[config.mk]
export PLATFORM = sky130hd
export DESIGN_NAME = mem_read_ctrl
export DESIGN_NICKNAME = d
export VERILOG_FILES = /design/src/rtl/mem_read_ctrl.sv
export SDC_FILE = /design/constraint.sdc
export NUM_CORES = 1
export LEC_CHECK = 0
export CAP_MARGIN = 20
export CORE_UTILIZATION = 52
export DETAILED_ROUTE_END_ITERATION = 8
export PLACE_DENSITY = 0.77
export REMOVE_ABC_BUFFERS = 1
export SYNTH_ARGS = -nofsm -noshare
export SYNTH_HDL_FRONTEND = slang
export SYNTH_SLANG_ARGS = --single-unit
[constraint.sdc]
create_clock -name clk -period 3.4 [get_ports clk]
set_input_delay 0.51 -clock clk [delete_from_list [all_inputs] [get_ports clk]]
set_output_delay 0.51 -clock clk [all_outputs]
set_load 0.03 [all_outputs]
[src/rtl/mem_read_ctrl.sv]
// mem_read_ctrl: tiled read-burst sequencer driving the rd_en/rd_addr input
// of the skewed multi-bank BRAM read fan-out.
//   clk, rst_n      : clock, asynchronous active-low reset
//   start           : burst request, sampled only while idle
//   base_addr, num_rows, num_tiles, tile_stride : burst config, captured at start
//   stall           : backpressure, suppresses the read issued on the next cycle
//   rd_en, rd_addr  : registered read request to the skew stage
//   rd_last         : marks the final read of each tile
//   busy            : high from the cycle after start through the done cycle
//   done            : one-cycle pulse once the last bank's data has left the BRAM
module mem_read_ctrl #(
    parameter int unsigned N      = 4,
    parameter int unsigned ADDR_W = 12,
    parameter int unsigned LEN_W  = 12,
    parameter int unsigned RD_LAT = 2
) (
    input  logic              clk,
    input  logic              rst_n,
    input  logic              start,
    input  logic [ADDR_W-1:0] base_addr,
    input  logic [LEN_W-1:0]  num_rows,
    input  logic [LEN_W-1:0]  num_tiles,
    input  logic [ADDR_W-1:0] tile_stride,
    input  logic              stall,
    output logic              rd_en,
    output logic [ADDR_W-1:0] rd_addr,
    output logic              rd_last,
    output logic              busy,
    output logic              done
);

    // Drain covers the skew chain (N-1) plus the BRAM read latency.
    localparam int unsigned DRAIN_LEN = N - 1 + RD_LAT;
    localparam int unsigned DCNT_W    = $clog2(DRAIN_LEN + 1);

    typedef enum logic [1:0] {
        S_IDLE,
        S_ISSUE,
        S_DRAIN,
        S_FIN
    } state_t;

    state_t              state_q, state_d;
    logic [LEN_W-1:0]    rows_q, rows_d;
    logic [LEN_W-1:0]    tiles_q, tiles_d;
    logic [ADDR_W-1:0]   stride_q, stride_d;
    logic [ADDR_W-1:0]   tile_base_q, tile_base_d;
    logic [LEN_W-1:0]    r_q, r_d;
    logic [LEN_W-1:0]    t_q, t_d;
    logic [DCNT_W-1:0]   dcnt_q, dcnt_d;
    logic                rd_en_q, rd_en_d;
    logic [ADDR_W-1:0]   rd_addr_q, rd_addr_d;
    logic                rd_last_q, rd_last_d;
    logic                busy_q, busy_d;
    logic                done_q, done_d;

    logic                last_row_c;
    logic                last_tile_c;
    logic [LEN_W-1:0]    r_inc_c;

    // r_q/t_q always index the most recently issued read.
    assign last_row_c  = (r_q == rows_q - LEN_W'(1));
    assign last_tile_c = (t_q == tiles_q - LEN_W'(1));
    assign r_inc_c     = r_q + LEN_W'(1);

    // State and datapath registers.
    always_ff @(posedge clk or negedge rst_n) begin
        if (!rst_n) begin
            state_q     <= S_IDLE;
            rows_q      <= '0;
            tiles_q     <= '0;
            stride_q    <= '0;
            tile_base_q <= '0;
            r_q         <= '0;
            t_q         <= '0;
            dcnt_q      <= '0;
            rd_en_q     <= 1'b0;
            rd_addr_q   <= '0;
            rd_last_q   <= 1'b0;
            busy_q      <= 1'b0;
            done_q      <= 1'b0;
        end else begin
            state_q     <= state_d;
            rows_q      <= rows_d;
            tiles_q     <= tiles_d;
            stride_q    <= stride_d;
            tile_base_q <= tile_base_d;
            r_q         <= r_d;
            t_q         <= t_d;
            dcnt_q      <= dcnt_d;
            rd_en_q     <= rd_en_d;
            rd_addr_q   <= rd_addr_d;
            rd_last_q   <= rd_last_d;
            busy_q      <= busy_d;
            done_q      <= done_d;
        end
    end

    // Next-state and next-output logic.
    always_comb begin
        state_d     = state_q;
        rows_d      = rows_q;
        tiles_d     = tiles_q;
        stride_d    = stride_q;
        tile_base_d = tile_base_q;
        r_d         = r_q;
        t_d         = t_q;
        dcnt_d      = dcnt_q;
        rd_en_d     = 1'b0;
        rd_addr_d   = rd_addr_q;
        rd_last_d   = 1'b0;
        busy_d      = busy_q;
        done_d      = 1'b0;

        unique case (state_q)
            S_IDLE: begin
                if (start) begin
                    rows_d      = num_rows;
                    tiles_d     = num_tiles;
                    stride_d    = tile_stride;
                    tile_base_d = base_addr;
                    r_d         = '0;
                    t_d         = '0;
                    busy_d      = 1'b1;
                    if ((num_rows == '0) || (num_tiles == '0)) begin
                        state_d = S_FIN;
                        done_d  = 1'b1;
                    end else begin
                        state_d   = S_ISSUE;
                        rd_en_d   = 1'b1;
                        rd_addr_d = base_addr;
                        rd_last_d = (num_rows == LEN_W'(1));
                    end
                end
            end

            S_ISSUE: begin
                // The final read is already out, so a stall here cannot cancel it.
                if (last_row_c && last_tile_c) begin
                    state_d = S_DRAIN;
                    dcnt_d  = '0;
                end else if (!stall) begin
                    rd_en_d = 1'b1;
                    if (last_row_c) begin
                        r_d         = '0;
                        t_d         = t_q + LEN_W'(1);
                        tile_base_d = tile_base_q + stride_q;
                        rd_addr_d   = tile_base_q + stride_q;
                        rd_last_d   = (rows_q == LEN_W'(1));
                    end else begin
                        r_d       = r_inc_c;
                        rd_addr_d = rd_addr_q + ADDR_W'(1);
                        rd_last_d = (r_inc_c == rows_q - LEN_W'(1));
                    end
                end
            end

            S_DRAIN: begin
                if (dcnt_q == DCNT_W'(DRAIN_LEN - 1)) begin
                    state_d = S_FIN;
                    done_d  = 1'b1;
                end else begin
                    dcnt_d = dcnt_q + DCNT_W'(1);
                end
            end

            S_FIN: begin
                state_d = S_IDLE;
                busy_d  = 1'b0;
            end

            default: begin
                state_d = S_IDLE;
                busy_d  = 1'b0;
            end
        endcase
    end

    assign rd_en   = rd_en_q;
    assign rd_addr = rd_addr_q;
    assign rd_last = rd_last_q;
    assign busy    = busy_q;
    assign done    = done_q;

endmodule

=== Yosys cells after proc, flatten, opt, wreduce, memory -nomap -nowiden ===
Cells that the tools add are included.

* Logic and storage cells: 97
* Output and inout port bits: 16
* Register bits after elaboration: 93
* Input port bits: 52

* Add/sub/neg operators: 7
* Equality and inequality tests: 17
* Multiplexer cells: 45
* Reductions and logical operators: 15

{| class="wikitable"
|+ Operators by type and width
! operator !! count
|-
| $mux W12 || 16
|-
| $pmux W12 S2 || 4
|-
| $add A12 B1 Y12 const B || 3
|-
| $eq A12 B12 Y1 || 3
|-
| $eq A12 B1 Y1 const B || 2
|-
| $logic_not A12 Y1 || 2
|-
| $sub A12 B1 Y12 const B || 2
|-
| $ne A2 B2 Y1 const B || 8
|-
| $mux W1 || 13
|-
| $add A12 B12 Y12 || 1
|-
| $reduce_and A5 Y1 || 2
|-
| $mux W2 || 4
|-
| $pmux W1 S2 || 4
|-
| $pmux W2 S4 || 1
|-
| $mux W3 || 2
|-
| $pmux W3 S2 || 1
|-
| $reduce_and A3 Y1 || 2
|-
| $reduce_bool A2 Y1 || 3
|-
| $eq A2 B2 Y1 const B || 2
|-
| $reduce_and A2 Y1 || 2
|-
| $reduce_and A4 Y1 || 1
|-
| $add A3 B1 Y3 const B || 1
|-
| $eq A3 B3 Y1 const B || 1
|-
| $eq A2 B1 Y1 const B || 1
|-
| other kinds (3) || 3
|}

=== Depth between registers and ports, before layout ===
Gate-level depths: netlist (run 1).

* Depth after elaboration: 6
* Gate-level depth with buffers: 13
* Mapped depth without buffers: 11

=== Worst setup path before layout (run 1) ===
Ideal clock, no wire load.

* Kind: flip-flop to flip-flop
* Start: register rows_q[0]
* End: register tile_base_q[3]
* Clock period less this slack: 3300 ps
* Path slack: 100 ps
* Required time: 3275 ps
* Buffers on the path: 2
* Library setup time: 125 ps
* Arrival: 3175 ps
* Stages on the path, launching flop included: 13
* Path through: dfrtp_1 > inv_1 > ha_1 > or4b_4 > nor3_4 > a21o_1 > a311oi_2 > or4_1 > buf_2 > o21a_4 > nor2_4 > buf_6 > mux2_4

* Word-level cells in the longest chain between the ends: 5
* Elaborated cells on any way between the ends: 6
* Classes of those cells: add/sub (1); eq/ne (3); reduce/logical (2)

{| class="wikitable"
|+ Ends and longest elaborated chain
! element !! RTL line !! RTL
|-
| start: declaration || 44 || <nowiki>logic [LEN_W-1:0] rows_q, rows_d;</nowiki>
|-
| start signal: assignment || 84 || <nowiki>rows_q <= rows_d;</nowiki>
|-
| $sub A12 B1 Y12 (*) || 62 || <nowiki>assign last_row_c = (r_q == rows_q - LEN_W'(1));</nowiki>
|-
| $eq A12 B12 Y1 (*) || 62 ||
|-
| $logic_and A1 B1 Y1 || 139 || <nowiki>if (last_row_c && last_tile_c) begin</nowiki>
|-
| $ne A2 B2 Y1 (no source line) || - ||
|-
| $reduce_and A5 Y1 (no source line) (*) || - ||
|-
| end signal: assignment || 87 || <nowiki>tile_base_q <= tile_base_d;</nowiki>
|-
| end: declaration || 47 || <nowiki>logic [ADDR_W-1:0] tile_base_q, tile_base_d;</nowiki>
|}

Every way passes the cells marked *; elsewhere a longest branch is shown, timed or not.
A chain may end at the register's enable or synchronous reset.

=== Worst setup path after layout (run 1) ===
* Start: register rows_q[1]
* End: register tile_base_q[2]

Same word-level chain as after synthesis.

==> results of run 1 <==
[worst paths after layout]
check	start	endpoint	slack, ps	cells past startpoint
min reg2reg	tile_base_q[2]	tile_base_q[2]	510	1
min in group clk	tile_base_q[2]	tile_base_q[2]	510	1
max in group asynchronous	rst_n	tiles_q[10]	2450	2
min	rst_n	r_q[10]	180	1
max	rows_q[1]	tile_base_q[2]	120	11
max reg2reg	rows_q[1]	tile_base_q[2]	120	11
[power by group]
part	internal, µW	leakage (µW)	switching [µW]
clock network	589	0.000149	454
logic	2170	0.00192	2630
registers	1570	0.00115	556
[what timing repair did]
| action | in CTS | in global routing |
|---|---|---|
| setup buffers | 0 | 3 |
| endpoints found under the setup margin | 0 | 32 |
| resized for setup | 0 | 3 |
| endpoints found under the hold margin | 0 | 0 |
[cells by family after synthesis]
group                    after synthesis
buffers and inverters                 66
flip-flops                            93
AND/OR/NAND/NOR                      272
AO/OA/AOI/OAI                        156
multiplexers                          57
XOR/XNOR                              55
adder cells (fa/ha/maj)               24
[critical path, delay by kind of cell, from the launching register on]
family | cells | cell delay [ps]
flops | 1 | 410
fa+ha+maj | 1 | 170
mux | 1 | 330
compound gates | 3 | 570
simple gates | 4 | 1380
buf+inv | 2 | 280
[per-layer routing]
metal,up-vias,global-route usage,routed length [µm]
li1,2803,-,-
met1,2835,0.3413,7501
met2,191,0.4521,8254
met3,43,0.05823,842
met4,0,0.1074,433
met5,-,0,0
[registers in the layout, summed over array words and instances (netlist names)]
| signal | count |
|---|---|
| state_q | 2 |
| tile_base_q | 12 |
| rows_q | 12 |
| r_q | 12 |
| dcnt_q | 3 |
| rd_last | 1 |
| tiles_q | 12 |
| done | 1 |
| rd_addr | 12 |
| rd_en | 1 |
| t_q | 12 |
| stride_q | 12 |
| busy | 1 |
[synth_stat cells, drive strengths merged, types with 23 or more instances]
library cell / count / share of area
dfrtp: 93 / 0.35
nor3: 25 / 0.022
inv: 30 / 0.017
ha: 23 / 0.044
xnor2: 32 / 0.042
nor2: 38 / 0.023
nand2: 74 / 0.042
nor4: 24 / 0.024
a21oi: 25 / 0.020
o21ai: 43 / 0.034
xor2: 23 / 0.031
nand3: 38 / 0.029
clkbuf: 26 / 0.015
mux2: 45 / 0.080
[stage by stage]
step	total power [µW]	util	worst slack [ps]	hold WS, ps	area (µm²)
after floorplan	5388	-	-348.7	214.4	6427
after global placement	6599	0.6183	173.2	471.1	7551
after detailed placement	6789	0.6183	54.83	496.0	7551
after CTS	7866	0.6429	44.92	200.1	7851
after global routing	8559	0.6477	6.592	226.4	7910
final	7968	0.6477	118.9	183.5	7910
[final cells by class]
class,count,area (µm²)
Sequential cell,93,2327
Clock buffer,10,239.0
Multi-Input combinational cell,564,4016
Inverter,30,112.6
Clock inverter,6,61.31
Fill cell,1037,4302
Timing Repair Buffer,97,943.4
Tap cell,168,210.2
==> results.ini, run 1 <==
[global_route]
grtUsageTotal=0.2706
grt_pass1_wl_mm=27.59
first_global_vias=5733
grt_max_degree=50
antenna_found_initial=0
overflow=0

[clock_network]
tritoncts=built
htree_levels=3
clock-root-buffer=clkbuf_16
cts_hold_buf=0
numCtsBuffers=9
cts_sinks=93
cts.reportedPaths.clkPinSlew_ps=70
clockBufferDepth=2
clk_latency_ps=360

[hold_path]
min_path_type=input port to asynchronous set/reset pin

[synthesis]
muxShareOfSynthArea=0.09839
synth.distinct_cells=80
synth_adder_area_share=0.04664
async_flop_share=1.000
yosys_register_bits=93
synth_top_family_by_area=simple AND/OR/NAND/NOR gates
yosys_warnings=0
synthSimpleGateAreaFrac=0.2197
ys_seq_area_frac=0.3526
syn_area_per_cell_um2=9.129
synth_flop_cell=dfrtp_1
synth-compound-area-share=0.1664
synth_edf_count=0
synth_area_mm2=0.006600
synth_xor_area_frac=0.07299
synth_cells=723

[detailed_routing]
remaining_drc_errors=0
ant_nets=0
via_per_inst=6.066
first_pass_iters=5
drtIter0Drc=342
wl_per_cell_um=17.60
num_vias=5872
routed_wl_mm=17.03

[sta]
fin_skew_ps=7.594
slew_violations=0
finalSetupViolCount=0
fmax_mhz=304.8
fin_tns_setup_ps=0
min_period_over_period=0.9650
worst_pin_slew_ps=716.5
finalCriticalPeriod_ps=3281
grt_setup_unrepaired=no
hold_violations=0
slew_headroom=0.5100

[placement]
place.gp.congestion=0.8855
hpwl_mm=12.61
io_buffer_count=67
dp.cells=949

[power_and_ir_drop]
peakVddDrop_v=0.0005355
cellPowerDensity_mw_per_mm2=1007
leakagePower_uw=0.003220

[cells_and_area]
mostFrequentLayoutCell=dfrtp_1
stdcell_count=968
num_antenna_cells=0
area_growth_syn_to_layout_pct=19.85
layout-drive-gt1-share=0.1500
layout.nets=871
final_cell_mix=93 x dfrtp_1, 74 x nand2_1, 66 x clkdlybuf4s50_1

[critical_path]
worst_path_largest_cell_delay_ps=590
worstSetupEndpointType=register
startpoint_type=register
cp_slowest_cell=or4_1
crit_fanout=12
arrival_ps=3520
worst_ep_required_time_ps=3640
worstPathCellList=inv_1 -> ha_1 -> or4b_4 -> nor3_4 -> a21o_1 -> a311oi_2 -> or4_1 -> o21a_4 -> nor2_4 -> buf_12 -> mux2_1
worstSetupPathType=register to register

[floorplanning]
core_area_mm2=0.01221
die-height_um=114.7
start_util=0.5405
dieArea_mm2=0.01315
ios=68
fp-row-count=40
die_x_um=114.7

[flow_run]
drv_cap=0

[run_status]
run_status=completed

No activity file was read; power rests on OpenSTA's default activity.
==> run 2, diff against run 1 <==
Settings changed: PLACE_DENSITY 0.77 to 0.83, TNS_END_PERCENT from default to 5.
==> run 2 against run 1 <==
Against the previous run: combinational power about the same; maximum frequency is 0.59% lower; register-to-register slack got worse by 20 ps; cell area grew 0.65%; routed wire length grew 1.7%; core utilization grew 0.42 points; clock power rose by 14%; sequential share of layout area shrank 0.17 points; power grew 2.1%; final cell count is 0.10% higher; first-iteration DRC count grew 31%.
==> results.ini, run 2 (synthesized netlist as in run 1, its figures left out) <==
[critical_path]
worstSetupEndpointType=register
worstPathCellList=or4_4 -> or3_4 -> a2111oi_4 -> nand4_1 -> nor4b_4 -> buf_4 -> buf_6 -> a31o_4 -> buf_4 -> a21oi_1 -> a21o_1
startpoint_type=register
arrival_ps=3540  ; +20 ps
cp_top_family=simple AND/OR/NAND/NOR gates
cp_slowest_cell=or4_4
worst_ep_required_time_ps=3640  ; about the same
worstSetupPathType=register to register
crit_top_cell=buf_4
worst_path_largest_cell_delay_ps=590  ; about the same
crit_fanout=11  ; -1
critPathBufInv=3  ; +1

[clock_network]
htree_levels=3  ; unchanged
clock-root-buffer=clkbuf_16
cts.reportedPaths.clkPinSlew_ps=70  ; about the same
cts_sinks=93  ; unchanged
tritoncts=built
clockBufferDepth=2  ; unchanged
numCtsBuffers=9  ; unchanged
clk_latency_ps=360  ; about the same
cts_hold_buf=0  ; unchanged

[sta]
min_period_over_period=0.9707  ; +0.005710
hold_violations=0  ; unchanged
slew_violations=0  ; unchanged
finalCriticalPeriod_ps=3300  ; +19.41 ps
finalSetupViolCount=0  ; unchanged
fmax_mhz=303.0  ; -0.59%
worst_pin_slew_ps=711.1  ; -5.435 ps
fin_skew_ps=6.561  ; -1.033 ps
fin_ws_ps=99.52  ; -19.41 ps
slew_headroom=0.5259  ; +0.01597

[detailed_routing]
wl_per_cell_um=17.87  ; +1.6%
drtIter0Drc=447  ; +31%
ant_nets=0  ; unchanged
num_vias=5914  ; +0.72%
first_pass_iters=5  ; unchanged
routed_wl_mm=17.32  ; +1.7%
remaining_drc_errors=0  ; unchanged
via_per_inst=6.103  ; +0.61%

[placement]
hpwl_mm=12.81  ; +1.6%
place.gp.congestion=0.9307  ; +5.1%
dp.cells=950  ; +0.11%
dp_slack_ps=27.06  ; -27.77 ps
io_buffer_count=67  ; unchanged

[global_route]
first_global_vias=5814  ; +1.4%
overflow=0  ; unchanged
antenna_found_initial=0  ; unchanged
grtUsageTotal=0.2744  ; +0.003791
grt_pass1_wl_mm=28.17  ; +2.1%
grt_max_degree=52  ; +4.0%

[cells_and_area]
layout-drive-gt1-share=0.1548  ; +0.004806
fill_cells=1006  ; -3.0%
final_cell_mix=92 x dfrtp_1, 74 x nand2_1, 66 x clkdlybuf4s50_1
layout.nets=872  ; +0.11%
multiInputGateArea_mm2=0.004045  ; +0.72%
seqCellArea_mm2=0.002328  ; about the same
num_antenna_cells=0  ; unchanged
stdcell_count=969  ; +0.10%
mostFrequentLayoutCell=dfrtp_1
area_growth_syn_to_layout_pct=20.63

[floorplanning]
ios=68  ; unchanged
start_util=0.5405  ; unchanged
fp-row-count=40  ; unchanged
die-height_um=114.7  ; unchanged
die_x_um=114.7  ; unchanged
core_area_mm2=0.01221  ; unchanged
dieArea_mm2=0.01315  ; unchanged

[power_and_ir_drop]
finalPower_uw=8133  ; +2.1%
leakagePower_uw=0.003230  ; +0.31%
peakVddDrop_v=0.0006088  ; +14%
cellPowerDensity_mw_per_mm2=1022  ; +1.4%

[hold_path]
min_path_type=input port to asynchronous set/reset pin

[run_status]
run_status=completed

[flow_run]
drv_cap=0  ; unchanged

[run 2: cell count changes in the layout (fill, tap and decap cells not counted), sizes merged]
cell / change
bufinv: +2
clkinv: -2
buf: +1
clkbuf: -1
clkinvlp: +1
[run 2: worst paths after layout]
| path | from | to | slack (ps) | cells past startpoint |
|---|---|---|---|---|
| worst max-delay path | tiles_q[0] | rd_addr[11] | 100 | 11 |
| worst min-delay path | rst_n | rd_last | 200 | 1 |
| worst max register to register | tiles_q[0] | rd_addr[11] | 100 | 11 |
| worst min register to register | stride_q[5] | stride_q[5] | 520 | 1 |
| max in group asynchronous | rst_n | tiles_q[0] | 2400 | 2 |
| min in group clk | stride_q[5] | stride_q[5] | 520 | 1 |
[run 2: final cells by class]
cell class	count	area share
Inverter	30	0.01414
Sequential cell	93	0.2925
Clock buffer	9	0.02829
Multi-Input combinational cell	564	0.5081
Clock inverter	7	0.01540
Tap cell	168	0.02640
Timing Repair Buffer	98	0.1152
[run 2: per-stage QoR]
step                      cell area [µm²]    util  hold slack [ps]  TNS [ps]
after floorplan                      6427       -            214.4     -2840
after global placement               7546  0.6179            497.8         0
after detailed placement             7546  0.6179            498.7         0
after CTS                            7894  0.6464            222.0         0
after global routing                 7961  0.6519            246.1    -13.47
final                                7961  0.6519            195.0         0
[run 2: what timing repair did]
item,in CTS,in global routing
endpoints found under the setup margin,0,40
setup buffers,0,3
gates resized for setup,0,9
[run 2: per-layer routing]
metal  vias to the layer above  GRT usage  part of all wire
met1                      2866     0.3577              0.44
met5                         -          0                 0
met2                       218     0.4549              0.48
li1                       2794          -                 -
met4                         0     0.1186             0.025
met3                        36    0.03970             0.056
[run 2: worst register-to-register path, cell delays in order, from the launching register on]
cell and delay, ps:
dfrtp_2 450, or4_4 590, or3_4 410, a2111oi_4 350, nand4_1 190, nor4b_4 270
buf_4 170, buf_6 140, a31o_4 230, buf_4 170, a21oi_1 50, a21o_1 160
[run 2: where the power goes]
group | switching, µW | total [µW] | internal [µW]
Clock | 466 | 1190 | 723
Combinational | 2680 | 4810 | 2130
Sequential | 567 | 2140 | 1570
Total | 3710 | 8130 | 4420
==> run 3, diff against run 2 <==
Settings changed: CTS_CLUSTER_SIZE from default to 12, SLEW_MARGIN from default to 20.
==> results of run 3 <==
Final layout, timing and power as in run 2 (identical DEF).
